[config.mk]
export PLATFORM = sky130hd
export DESIGN_NAME = multdiv_unit
export DESIGN_NICKNAME = d
export VERILOG_FILES = /design/src/rtl/multdiv_unit.sv
export SDC_FILE = /design/constraint.sdc
export NUM_CORES = 1
export LEC_CHECK = 0
export ABC_AREA = 1
export ABC_CLOCK_PERIOD_IN_PS = 3200
export BUFFER_PORTS_ARGS = -buffer_cell sky130_fd_sc_hd__buf_4
export CORE_UTILIZATION = 54
export CTS_CLUSTER_SIZE = 8
export DETAILED_ROUTE_END_ITERATION = 10
export HOLD_SLACK_MARGIN = 0.08
export PLACE_DENSITY = 0.83
export SYNTH_ARGS = -nofsm -noshare
export SYNTH_HDL_FRONTEND = slang
export SYNTH_SLANG_ARGS = --single-unit
[constraint.sdc]
create_clock -name clock -period 3.2 [get_ports clock]
set_input_delay 0.32 -clock clock [delete_from_list [all_inputs] [get_ports clock]]
set_output_delay 0.32 -clock clock [all_outputs]
set_load 0.02 [all_outputs]
[src/rtl/multdiv_unit.sv]
// multdiv_unit: multicycle signed multiply/divide for the execute stage.
// Multiply is radix-2 Booth, divide is non-restoring on magnitudes; both
// take WIDTH iterations and report through a one-cycle ready strobe.
// Optional feature macro: MULTDIV_DIV_EN (divider datapath and DIV state).
module multdiv_unit #(
  parameter int WIDTH = 32
) (
  input  logic             clock,
  input  logic             reset,
  input  logic [WIDTH-1:0] data_operandA,
  input  logic [WIDTH-1:0] data_operandB,
  input  logic             ctrl_MULT,
  input  logic             ctrl_DIV,
  output logic [WIDTH-1:0] data_result,
  output logic             data_exception,
  output logic             data_resultRDY
);

  localparam int CW = $clog2(WIDTH + 1);

`ifdef MULTDIV_DIV_EN
  typedef enum logic [1:0] {IDLE, MULT, DIV, DONE} state_t;
`else
  typedef enum logic [1:0] {IDLE, MULT, DONE} state_t;
`endif

  state_t            state, state_n;
  logic [CW-1:0]     cnt;
  logic              illegal_pend;
  logic              start_mul, start_bad, start_any, busy, iter_done;
  logic [WIDTH-1:0]  res_n;
  logic              exc_n;

  // Booth accumulator: one guard bit on the upper half so that
  // subtracting the most negative multiplicand cannot corrupt the sign.
  logic signed [WIDTH:0] booth_a, booth_m, booth_sum;
  logic [WIDTH-1:0]      booth_q;
  logic                  booth_q1;

`ifdef MULTDIV_DIV_EN
  logic                    start_div;
  logic signed [WIDTH+1:0] div_r, div_r_sh, div_r_new, div_d_ext;
  logic [WIDTH-1:0]        div_q, div_d;
  logic                    div_neg, div_zero;
`endif

  // Signed overflow of the low-word product: bits [2W-1:W-1] must agree.
  function automatic logic mul_ovf(input logic [WIDTH-1:0] hi, input logic [WIDTH-1:0] lo);
    logic [WIDTH:0] top;
    top = {hi, lo[WIDTH-1]};
    return !((&top) | ~(|top));
  endfunction

`ifdef MULTDIV_DIV_EN
  function automatic logic [WIDTH-1:0] magnitude(input logic [WIDTH-1:0] v);
    return v[WIDTH-1] ? (~v + 1'b1) : v;
  endfunction

  // Sign fix-up of the magnitude quotient; returns {exception, quotient}.
  // A positive quotient with its MSB set only arises from INT_MIN / -1.
  function automatic logic [WIDTH:0] div_fixup(input logic [WIDTH-1:0] q_mag,
                                               input logic neg, input logic zero);
    if (zero)     return {1'b1, {WIDTH{1'b0}}};
    else if (neg) return {1'b0, ~q_mag + 1'b1};
    else          return {q_mag[WIDTH-1], q_mag};
  endfunction
`endif

  // Start decode: a dual strobe, or DIV without a divider, is illegal.
  always_comb begin
    start_mul = ctrl_MULT & ~ctrl_DIV;
`ifdef MULTDIV_DIV_EN
    start_div = ctrl_DIV & ~ctrl_MULT;
    start_bad = ctrl_MULT & ctrl_DIV;
    start_any = start_mul | start_div | start_bad;
    busy      = (state == MULT) || (state == DIV);
`else
    start_bad = ctrl_DIV;
    start_any = start_mul | start_bad;
    busy      = (state == MULT);
`endif
    iter_done = (cnt == CW'(WIDTH));
  end

  // Next state; any start edge overrides whatever is in flight.
  always_comb begin
    state_n = state;
    if (start_mul)      state_n = MULT;
`ifdef MULTDIV_DIV_EN
    else if (start_div) state_n = DIV;
`endif
    else if (start_bad) state_n = IDLE;
    else begin
      case (state)
        IDLE:    if (illegal_pend) state_n = DONE;
        DONE:    state_n = IDLE;
        default: if (iter_done) state_n = DONE;
      endcase
    end
  end

  // Result selection for entry into DONE; the illegal path yields 0 / 1.
  always_comb begin
    res_n = '0;
    exc_n = 1'b1;
    if (state == MULT) begin
      res_n = booth_q;
      exc_n = mul_ovf(booth_a[WIDTH-1:0], booth_q);
    end
`ifdef MULTDIV_DIV_EN
    else if (state == DIV) begin
      {exc_n, res_n} = div_fixup(div_q, div_neg, div_zero);
    end
`endif
  end

  // Control and registered outputs.
  always_ff @(posedge clock or posedge reset) begin
    if (reset) begin
      state          <= IDLE;
      cnt            <= '0;
      illegal_pend   <= 1'b0;
      data_result    <= '0;
      data_exception <= 1'b0;
      data_resultRDY <= 1'b0;
    end else begin
      state          <= state_n;
      illegal_pend   <= start_bad;
      data_resultRDY <= (state_n == DONE);
      if (start_any)              cnt <= '0;
      else if (busy && !iter_done) cnt <= cnt + CW'(1);
      if (state_n == DONE) begin
        data_result    <= res_n;
        data_exception <= exc_n;
      end
    end
  end

  // Booth step: add/sub selected by {q0, q-1}.
  always_comb begin
    booth_sum = booth_a;
    case ({booth_q[0], booth_q1})
      2'b01:   booth_sum = booth_a + booth_m;
      2'b10:   booth_sum = booth_a - booth_m;
      default: ;
    endcase
  end

  // Booth accumulator load and arithmetic right shift.
  always_ff @(posedge clock) begin
    if (start_mul) begin
      booth_a  <= '0;
      booth_q  <= data_operandB;
      booth_q1 <= 1'b0;
      booth_m  <= {data_operandA[WIDTH-1], data_operandA};
    end else if (state == MULT && !iter_done) begin
      {booth_a, booth_q, booth_q1} <= {booth_sum[WIDTH], booth_sum, booth_q};
    end
  end

`ifdef MULTDIV_DIV_EN
  // Non-restoring step: subtract when the partial remainder is
  // non-negative, add otherwise; quotient bit is the new sign inverted.
  always_comb begin
    div_d_ext = {2'b00, div_d};
    div_r_sh  = {div_r[WIDTH:0], div_q[WIDTH-1]};
    div_r_new = div_r[WIDTH+1] ? (div_r_sh + div_d_ext) : (div_r_sh - div_d_ext);
  end

  // Divider operand load and iteration.
  always_ff @(posedge clock) begin
    if (start_div) begin
      div_r    <= '0;
      div_q    <= magnitude(data_operandA);
      div_d    <= magnitude(data_operandB);
      div_neg  <= data_operandA[WIDTH-1] ^ data_operandB[WIDTH-1];
      div_zero <= (data_operandB == '0);
    end else if (state == DIV && !iter_done) begin
      div_r <= div_r_new;
      div_q <= {div_q[WIDTH-2:0], ~div_r_new[WIDTH+1]};
    end
  end
`endif

endmodule

# After elaboration in Yosys (flattened, before gate mapping)
# Cells that the tools add are included.
# word_totals
input_bits	68
elab_cells	44
reg_bits	140
# classes
reduce_logical	8
bitwise_logic	5
eq_ne	6
n_addsub	3
n_mux	12
# ops
cell	count
$mux 32	3
$pmux 33 s2	1
$add 32x32->33	1
$reduce_and 33->1	1
$reduce_or 33->1	1
$sub 32x32->33	1
$mux 6	2
$mux 2	4
$add 6x1->6 const B	1
$eq 2x2->1 const B	3
$eq 6x6->1 const B	1
$eq 2x1->1 const B	2
$pmux 2 s2	1
$reduce_bool 2->1	2
$logic_not 1->1	2
$logic_not 2->1	1
$not 1->1	2
$or 1x1->1	2
$and 1x1->1	1
$logic_and 1x1->1	1
$mux 1	1

# Depth between registers and ports, before layout
# Gate-level depths: netlist of run 1.
# logic_depth
ltp_word	6
mapped_depth	25
mapped_depth_nobuf	25

# Least setup slack after synthesis of run 1
# Ideal clock, no wire load.
# synth_timing
path_type	register -> register
start	register booth_q[0]
end	register booth_a[23]
setup_time_ps	112
arrival_ps	2878
setup_slack_ps	210
stages_incl_launch_ff	19
cell_sequence	edfxtp_1 ha_1 inv_1 clkbuf_1 clkbuf_1 nand2_1 xnor2_1 inv_1 ha_1 or2_2 nand3_1 nand2_1 nand2_1 nand2_1 a21oi_1 or2_2 nand3_1 nand2_1 nand2_1
# synth_between
elab_chain_cells	2
# synth_lines
element	line_no	text
from (decl)	37	logic [WIDTH-1:0] booth_q;
from (signal assigned)	153	booth_q <= data_operandB;
from (signal assigned)	157	{booth_a, booth_q, booth_q1} <= {booth_sum[WIDTH], booth_sum, booth_q};
$eq 2x2->1 / $eq 2x1->1 (equally long branches)	142	case ({booth_q[0], booth_q1})
$pmux 33 s2 *	142	
to (signal assigned)	157	
to (decl)	36	logic signed [WIDTH:0] booth_a, booth_m, booth_sum;
# Every way passes the cells marked *; elsewhere a longest branch is shown, timed or not.
# A chain may end at the register's enable or synchronous reset.

# Worst setup path after layout of run 1
# layout_timing
start	register booth_m[0]
end	register booth_a[23]
# layout_between
elab_chain_cells	2
# layout_lines
element	line_no	text
from (decl)	36	
from (signal assigned)	155	booth_m <= {data_operandA[WIDTH-1], data_operandA};
$sub 32x32->33 / $add 32x32->33 (equally long branches)	144, 143	
$pmux 33 s2 *	142	
# Marks and branches as above.

==> results of run 1 <==
-- flip-flops by register name (all words and copies together) (netlist names) --
name            count
booth_a            32
booth_m            32
booth_q            32
data_result        32
cnt                 6
state               2
booth_q1            1
data_exception      1
data_resultRDY      1
illegal_pend        1
-- synth_stat cells, types with 4 or more instances --
cell	instances	area [µm²]
xor2_1	30	262.8
nand2_1	352	1321
clkbuf_1	22	82.58
o21ai_0	78	390.4
nor2_1	113	424.2
xnor2_1	13	113.9
nand4_1	13	81.33
nor4_1	12	75.07
dfrtp_1	43	1076
nor3_1	12	60.06
edfxtp_1	64	1922
nand3_1	69	345.3
dfxtp_1	33	660.6
o21bai_1	6	45.04
ha_1	36	450.4
o21ai_1	11	55.05
a21o_1	4	30.03
a21oi_1	71	355.3
inv_1	131	491.7
o22ai_1	9	56.30
-- metrics by stage --
stage	cell area (µm²)	worst slack, ns	utilization	hold WS, ns	instances
3_3_place_gp	9737	-0.1009	0.6335	0.3426	1475
3_5_place_dp	9737	-0.1258	0.6335	0.3548	1475
2_1_floorplan	8615	0.2101	-	0.3514	1161
5_1_grt	11580	-0.2218	0.7531	0.1607	1560
4_1_cts	10750	0.0002192	0.6991	0.1492	1541
6_report	11580	-0.07616	0.7531	0.1596	1560
-- worst reg2reg max path: stages (launching register included) --
cell	delay, ns
edfxtp_1	0.42
inv_2	0.14
nand3_4	0.09
nor3_4	0.22
inv_2	0.09
nor3_4	0.27
a31oi_2	0.15
xor2_1	0.21
inv_1	0.12
ha_4	0.30
nand2_4	0.12
inv_2	0.06
nand2_2	0.09
nand2_2	0.07
a21oi_2	0.19
nand2_4	0.12
a21oi_2	0.18
or2_4	0.13
nand3_2	0.06
nand2_2	0.10
nand2_1	0.05
-- layout make-up --
| cell class | instances | share of cell area |
|---|---|---|
| Timing Repair Buffer | 190 | 0.1309 |
| Multi-Input combinational cell | 852 | 0.4320 |
| Clock inverter | 11 | 0.01351 |
| Inverter | 135 | 0.04399 |
| Clock buffer | 21 | 0.04075 |
| Tap cell | 211 | 0.02281 |
| Sequential cell | 140 | 0.3160 |
-- cell families after synthesis --
family          after synthesis  share of synthesized area
simple gates                585                     0.2824
compound gates              187                     0.1149
buf+inv                     169                    0.07974
flops                       140                     0.4247
xor+xnor                     43                    0.04372
fa+ha+maj                    37                    0.05461
-- worst min path at each step --
stage                 startpoint  cells past startpoint         endpoint  slack [ns]
6_report       data_operandB[23]                      3      booth_q[23]        0.16
3_3_place_gp               reset                      2  data_result[13]        0.34
3_5_place_dp               reset                      2  data_result[13]        0.35
2_1_floorplan           ctrl_DIV                      0     illegal_pend        0.35
4_1_cts        data_operandB[27]                      3      booth_q[27]        0.15
5_1_grt         data_operandB[6]                      3       booth_q[6]        0.16
-- where the power goes --
| group | switching (mW) | internal [mW] |
|---|---|---|
| Clock | 0.823 | 1.31 |
| Sequential | 0.302 | 2.26 |
| Combinational | 2.95 | 1.77 |
-- per-layer routing --
layer | global-route usage | vias up | routed length, µm
li1 | - | 4153 | -
met1 | 0.4318 | 4213 | 11290
met2 | 0.5129 | 622 | 13350
met3 | 0.09265 | 133 | 2872
met4 | 0.1114 | 0 | 1215
met5 | 0 | - | 0
-- placed cells by master, fill, tap and decap left out, types with 4 or more instances in the layout --
| master | count |
|---|---|
| nand2_2 | 39 |
| ha_1 | 22 |
| a21o_1 | 4 |
| o21ai_1 | 20 |
| nand2_4 | 7 |
| nor2_4 | 13 |
| buf_4 | 155 |
| edfxtp_1 | 64 |
| o21ai_0 | 62 |
| o21bai_1 | 5 |
| ha_4 | 11 |
| nand3_1 | 62 |
| o21ai_2 | 8 |
| a21oi_2 | 24 |
| dfrtp_1 | 43 |
| dfxtp_1 | 33 |
| o22ai_1 | 9 |
| xnor2_1 | 11 |
| dlygate4sd3_1 | 34 |
| nand4_1 | 13 |
| nand3_2 | 6 |
| a21oi_1 | 44 |
| nor4_1 | 12 |
| clkbuf_16 | 18 |
| nor2_1 | 81 |
| inv_1 | 120 |
| xor2_1 | 28 |
| inv_2 | 12 |
| nand2_1 | 307 |
| nor2_2 | 21 |
| nor3_1 | 8 |
-- repair_timing --
item	in CTS	in global routing
setup buffers	0	19
gates resized for setup	13	188
setup endpoints to repair	15	24
pin swaps	3	67
hold buffers	34	0
hold endpoints to repair	49	0
==> impl_metrics.toml, run 1 <==
[global_routing]
antenna_found_initial = 0
grt_first_pass_wirelength_um = 41230
track_usage = 0.3259
grt_pass1_vias = 8345
grt_remaining_overflow = 0
grt_max_degree = 68

[clock_network]
htree_levels = 4
cts_tree = "yes"
clockBufferDepth = 2
cts_made_buffers = 17
clkLatencyLatePin_ns = 0.43
cts_num_sinks = 140
clkTransAtPathRegs_ns = 0.06
clock_tree.root_cell = "clkbuf_16"

[worst_setup_path]
ff2ff_path_depth = 20
crit_path_top_delay_cell = "edfxtp_1"
arrival_ns = 3.60
critPathLaunchType = "flip-flop"
reg2reg_from = "booth_m[0]"
critical_path_cell_count = 20
cp-startpoint = "booth_m[0]"
crit_end = "booth_a[23]"
r2r_end = "booth_a[23]"
criticalPathCategory = "flip-flop to flip-flop"
slowest_delay_ns = 0.42
worstPathBufferInverterCount = 4
r2r_slack_ns = -0.08
critPathMaxFanout = 4
path_cells = "inv_2 -> nand3_4 -> nor3_4 -> inv_2 -> nor3_4 -> a31oi_2 -> xor2_1 -> inv_1 -> ha_4 -> nand2_4 -> inv_2 -> nand2_2 -> nand2_2 -> a21oi_2 -> nand2_4 -> a21oi_2 -> or2_4 -> nand3_2 -> nand2_2 -> nand2_1"
worstSetupEndpointType = "flip-flop"
crit_family = "simple AND/OR/NAND/NOR gates"
required_ns = 3.52

[logic_synthesis]
ys_seq_elements = 140
avgSynthCellArea_um2 = 7.420
synth_edf_count = 64
synth_cells = 1161
ys_seq_area_frac = 0.4247
synthDistinctLibCells = 43
syn_nets = 1266
ys.flop_type = "edfxtp_1"
async_flop_share = 0.3071
netlist_area_um2 = 8615
synth_warnings = 0

[sta]
finalHoldViolCount = 0
setup-violations-final = 12
relSlewSlack = 0.3896
rsz0062_at_grt = "true"
worst_pin_slew_ns = 0.9146
slew_viol_final = 0
max_freq_mhz = 305.2
fin_ws_ns = -0.07616
tns_ns = -0.4578
clock-skew-final_ns = 0.01165
period_share = 1.024
min_period_ns = 3.276

[floorplan]
die_w_um = 128.3
core.rowCount = 45
pin_count = 102
start_util = 0.5604
die_h_um = 128.3
coreArea_um2 = 15370
dieArea_um2 = 16460

[job]
max-cap-violations = 0

[placed_design]
gp_congestion = 0.9977
io_buffers = 101
hpwl_um = 17340

[route]
routedWlPerCell_um = 18.42
vias = 9121
drt_pass1_iterations = 6
antenna_left = 0
route.detailed.drc = 0
wl_um = 28730
drtIter0Drc = 1088
routed_via_density = 5.847

[run_status]
violations = "negative setup slack"
status = "finished, violations left"

[pwr]
power_mw = 9.409
p_per_area_nw_per_um2 = 812.8
ir_drop_uv = 545.8
p_leak_nw = 5.438

[cells_and_area]
post_route_cells_drive_above_1_share = 0.2617
n_fill_cell = 992
areaGrowthSynthToFinish_pct = 34.38
n_antenna_cell = 0
seqCellArea_um2 = 3659
multi_input_area_um2 = 5001
layout.nets = 1441

[hold_path]
min_path_type = "input pin to flip-flop"
(Power assumes the default switching activity.)
==> inputs of run 2 (changes only) <==
REMOVE_ABC_BUFFERS = 1   (was unset)
==> run 2 against run 1 <==
Effect of this change: the run still ends with negative setup slack left; sequential share of layout area rose by 1.2 points; final cell count fell by 1.6%; worst setup slack improved by 0.042 ns; critical path type unchanged; die area did not move; maximum frequency rose by 1.3%; worst hold slack got worse by 0.0081 ns; sequential cell count did not move.
==> impl_metrics.toml, run 2 (synthesized netlist as in run 1, its figures left out) <==
[route]
route.detailed.drc = 0
wl_um = 25480
routedWlPerCell_um = 16.60
antenna_left = 0
vias = 8722
drt_pass1_iterations = 5
routed_via_density = 5.682
drtIter0Drc = 908

[cells_and_area]
layout_commonest_cell = "nand2_1"
design_area_um2 = 11140
final_cell_mix = "327 x nand2_1, 130 x buf_4, 124 x inv_1"
final_util = 0.7246
n_antenna_cell = 0
multi_input_area_um2 = 4750
post_route_cells_drive_above_1_share = 0.2054
layout.nets = 1416
seqCellArea_um2 = 3659
areaGrowthSynthToFinish_pct = 29.30
fin_cells = 1535
n_fill_cell = 1065

[sta]
rsz0062_at_grt = "true"
min_period_ns = 3.234
fin_ws_ns = -0.03398
max_freq_mhz = 309.2
worst_pin_slew_ns = 1.114
finalHoldViolCount = 0
slew_viol_final = 0
setup-violations-final = 3
relSlewSlack = 0.2525
period_share = 1.011
clock-skew-final_ns = 0.01367

[pwr]
power_mw = 8.820
ir_drop_uv = 567.3
p_leak_nw = 5.258
p_per_area_nw_per_um2 = 791.9

[floorplan]
dieArea_um2 = 16460
coreArea_um2 = 15370
pin_count = 102
die_w_um = 128.3
core.rowCount = 45
die_h_um = 128.3
start_util = 0.5604

[job]
max-cap-violations = 0

[run_status]
violations = "negative setup slack"
status = "finished, violations left"

[clock_network]
clkTransAtPathRegs_ns = 0.07
htree_levels = 4
clockBufferDepth = 2
cts_tree = "yes"
cts_made_buffers = 17
clock_tree.root_cell = "clkbuf_16"
cts_num_sinks = 140
clkLatencyLatePin_ns = 0.44

[placed_design]
gp_congestion = 0.9604
pre_cts_ws_ns = -0.09987
hpwl_um = 15960
io_buffers = 101
numPlacedInstances = 1459
detailed_place.area_um2 = 9629

[worst_setup_path]
required_ns = 3.53
arrival_ns = 3.57
worstSetupEndpointType = "flip-flop"
critPathLaunchType = "flip-flop"
criticalPathCategory = "flip-flop to flip-flop"
critPathMaxFanout = 5

[global_routing]
grt_max_degree = 68
antenna_found_initial = 0
track_usage = 0.2940
grt_pass1_vias = 7893
grt_remaining_overflow = 0
grt_first_pass_wirelength_um = 37560

[hold_path]
min_path_type = "input pin to flip-flop"
run 2: cell count changes in the layout (fill, tap and decap cells not counted), moves of 5 or more:
cell | before | now
nand2_2 | 39 | 24
inv_2 | 12 | 7
a21oi_1 | 44 | 53
a21oi_2 | 24 | 18
nand2_1 | 307 | 327
nand3_1 | 62 | 67
nor2_1 | 81 | 91
nor2_2 | 21 | 14
nand2_4 | 7 | 2
buf_4 | 155 | 130
run 2: layout make-up:
cell class | count | share of cell area
Multi-Input combinational cell | 852 | 0.4264
Timing Repair Buffer | 165 | 0.1200
Clock buffer | 17 | 0.03819
Clock inverter | 15 | 0.01719
Tap cell | 211 | 0.02370
Sequential cell | 140 | 0.3285
Inverter | 135 | 0.04606
run 2: stage by stage:
stage / TNS (ns) / hold slack, ns
after floorplan: -193.71 / 0.3514
after detailed placement: -0.2493 / 0.4804
after global routing: -1.919 / 0.1580
after CTS: -0.002688 / 0.1473
final: -0.04352 / 0.1515
after global placement: 0 / 0.4642
run 2: path summary, 6_finish.rpt:
kind,slack [ns],end,startpoint,cells after the start
worst max-delay path,-0.03,booth_a[30],booth_m[0],19
min in group asynchronous,0.60,data_result[27],reset,3
worst max register to register,-0.03,booth_a[30],booth_m[0],19
max in group asynchronous,1.91,data_exception,reset,4
worst min-delay path,0.15,booth_q[17],data_operandB[17],3
worst min register to register,0.49,data_result[1],data_result[1],2
run 2: report_power, final:
group          internal [mW]  switching, mW  total, mW
combinational           1.55           2.59       4.14
clock                   1.20          0.916       2.11
sequential              2.26          0.309       2.56
run 2: worst max-delay path: stages, from the launching register on:
cell and delay (ns):
edfxtp_1 0.43, inv_2 0.13, nand3_2 0.11, nor3_4 0.26
nand2_2 0.12, nor2_4 0.10, nor2_1 0.08, nor2_2 0.25
nand2_1 0.11, xnor2_1 0.14, ha_2 0.40, inv_1 0.10
nor3_2 0.20, nand2_1 0.09, nor2_1 0.10, nand2_1 0.11
nand3_1 0.13, nand2_1 0.06, o21ai_1 0.14, nand2_1 0.07
run 2: timing repair:
action / in CTS / in global routing
hold endpoints to repair: 62 / 0
gates resized for setup: 11 / 113
pin swaps: 4 / 37
endpoints found under the setup margin: 10 / 21
cloned: 0 / 0
buffers inserted: 3 / 7
hold buffers: 34 / 0
run 2: per-layer routing:
| layer | track usage | share of wire | wire length, µm | vias to the layer above |
|---|---|---|---|---|
| met2 | 0.4865 | 0.49 | 12360 | 528 |
| li1 | - | - | - | 4111 |
| met1 | 0.3819 | 0.38 | 9782 | 3988 |
| met3 | 0.05593 | 0.098 | 2490 | 95 |
| met4 | 0.1142 | 0.033 | 846 | 0 |
| met5 | 0 | 0 | 0 | - |
==> inputs of run 3 (changes only) <==
ABC_CLOCK_PERIOD_IN_PS = 4140   (was 3200)
CORE_UTILIZATION = 55   (was 54)
PLACE_DENSITY = 0.81   (was 0.83)
TNS_END_PERCENT = 1   (was unset)
clock period = 4.14 ns   (was 3.2 ns; I/O delays follow)
==> run 3 against run 2 <==
Effect of this change: the flow now finishes without violations; critical path depth rose by 1; combinational power fell by 34%; highest routed layer unchanged; total power fell by 31%; routed wire length fell by 6.4%; utilization fell by 6.2 points.
==> impl_metrics.toml, run 3 (synthesized netlist as in run 1, its figures left out) <==
[clock_network]
clock_tree.root_cell = "clkbuf_16"
cts.repair.resized = 0
clkLatencyLatePin_ns = 0.43
clkTransAtPathRegs_ns = 0.07
cts_tree = "yes"
clockBufferDepth = 2
cts_num_sinks = 140
cts_made_buffers = 17
postCtsHoldBufs = 0
htree_levels = 4
cts_setup_buffers = 0

[sta]
max_freq_mhz = 269.5
clock-skew-final_ns = 0.009081
tns_ns = 0
min_period_ns = 3.711
worst_pin_slew_ns = 0.9721
fin_ws_ns = 0.4295
rsz0062_at_grt = "false"
relSlewSlack = 0.3479
slew_viol_final = 0
period_share = 0.8963
finalHoldViolCount = 0
setup-violations-final = 0
whs_ns = 0.1333

[floorplan]
dieArea_um2 = 16170
pin_count = 102
coreArea_um2 = 15260
die_h_um = 127.2
core.rowCount = 45
die_w_um = 127.2
start_util = 0.5646

[pwr]
p_switching_mw = 2.640
power_mw = 6.118
p_comb_frac = 0.444
seqPwrFrac = 0.317
switching_share = 0.4316
p_per_area_nw_per_um2 = 605.3
p_clk_frac = 0.239
p_int_mw = 3.477
ir_drop_uv = 353.8
p_leak_nw = 4.929

[worst_setup_path]
ff2ff_path_depth = 20
reg2reg_from = "booth_m[1]"
critPathMaxFanout = 4
r2r_end = "booth_a[30]"
crit_family = "simple AND/OR/NAND/NOR gates"
worstPathBufferInverterCount = 1
slowest_delay_ns = 0.37
crit_top_cell = "nand2_1"
path_cells = "inv_1 -> ha_1 -> nand2_1 -> nor2_1 -> nand2_1 -> nor2_1 -> nand4_1 -> o21ai_0 -> nand2_1 -> xnor2_1 -> ha_1 -> nand2_1 -> nor3_1 -> nand2_1 -> nor2_1 -> nand2_1 -> nand3_1 -> nand2_1 -> o21ai_0 -> nand2_1"
worstSetupEndpointType = "flip-flop"
r2r_slack_ns = 0.43
criticalPathCategory = "flip-flop to flip-flop"
critPathLaunchType = "flip-flop"
crit_path_top_delay_cell = "edfxtp_1"
arrival_ns = 4.03
required_ns = 4.46

[cells_and_area]
areaGrowthSynthToFinish_pct = 17.33
post_route_cells_drive_above_1_share = 0.1228
layout.nets = 1362
design_area_um2 = 10110
fin_cells = 1481
final_cell_mix = "352 x nand2_1, 129 x inv_1, 112 x nor2_1"
final_util = 0.6624
n_antenna_cell = 0
n_fill_cell = 1289
layout_commonest_cell = "nand2_1"

[job]
max-cap-violations = 0

[placed_design]
detailed_place.area_um2 = 9554
io_buffers = 101
gp_congestion = 0.9656
pre_cts_ws_ns = 0.5128
numPlacedInstances = 1449
hpwl_um = 17110

[global_routing]
grt_max_degree = 69
grt_pass1_vias = 7581
track_usage = 0.3013
antenna_found_initial = 0
grt_remaining_overflow = 0
grt_first_pass_wirelength_um = 37860

[hold_path]
min_path_type = "input pin to async pin"

[route]
drt_pass1_iterations = 6
drtIter0Drc = 930
route.detailed.drc = 0
wl_um = 23860
vias = 8296
routed_via_density = 5.602
antenna_left = 0
routedWlPerCell_um = 16.11

[run_status]
status = "completed"
==> run 3: cell count changes in the layout (fill, tap and decap cells not counted), moves of 18 or more <==
cell	before	now
buf_4	130	110
nand2_1	327	352
a21oi_2	18	0
nor2_1	91	112
nand2_2	24	0
a21oi_1	53	71
dlygate4sd3_1	34	0
==> run 3: cell type report <==
cell class              count  area (µm²)  area share
clock inverters            15       127.6     0.01263
flip-flops and latches    140        3659      0.3620
multi-input cells         852        4277      0.4231
clock buffers              17       425.4     0.04209
repair buffers            111       845.8     0.08368
inverters                 135       509.2     0.05038
well taps                 211       264.0     0.02612
==> run 3: power groups by stage <==
| stage | Combinational (mW) | Sequential (mW) | Clock, mW |
|---|---|---|---|
| floorplan | 1.83 | 1.99 | 0 |
| global placement | 2.62 | 1.95 | 0 |
| detailed placement | 2.65 | 1.95 | 0 |
| CTS | 2.68 | 1.93 | 1.47 |
| global route | 3.03 | 1.97 | 1.53 |
| finish | 2.72 | 1.94 | 1.46 |
==> run 3: per-layer routing <==
metal | vias up | routed length [µm] | GRT usage
met5 | - | 0 | 0
met4 | 0 | 815 | 0.1408
met3 | 68 | 1740 | 0.04732
met2 | 390 | 11200 | 0.4887
met1 | 3842 | 10100 | 0.3976
li1 | 3996 | - | -
==> run 3: worst min-delay path: cells and delay by family <==
kind,cells,cell delay [ns]
buf+inv,3,0.62
==> run 3: worst max-delay path by stage <==
stage	startpoint	end	slack, ns	cells past startpoint
6_report	booth_m[1]	booth_a[30]	0.43	20
5_1_grt	booth_m[1]	booth_a[30]	0.08	20
4_1_cts	booth_m[1]	booth_a[28]	0.51	20
3_5_place_dp	booth_m[1]	booth_a[28]	0.51	20
3_3_place_gp	booth_m[0]	booth_a[28]	0.57	20
2_1_floorplan	ctrl_MULT	booth_a[3]	-1.03	5
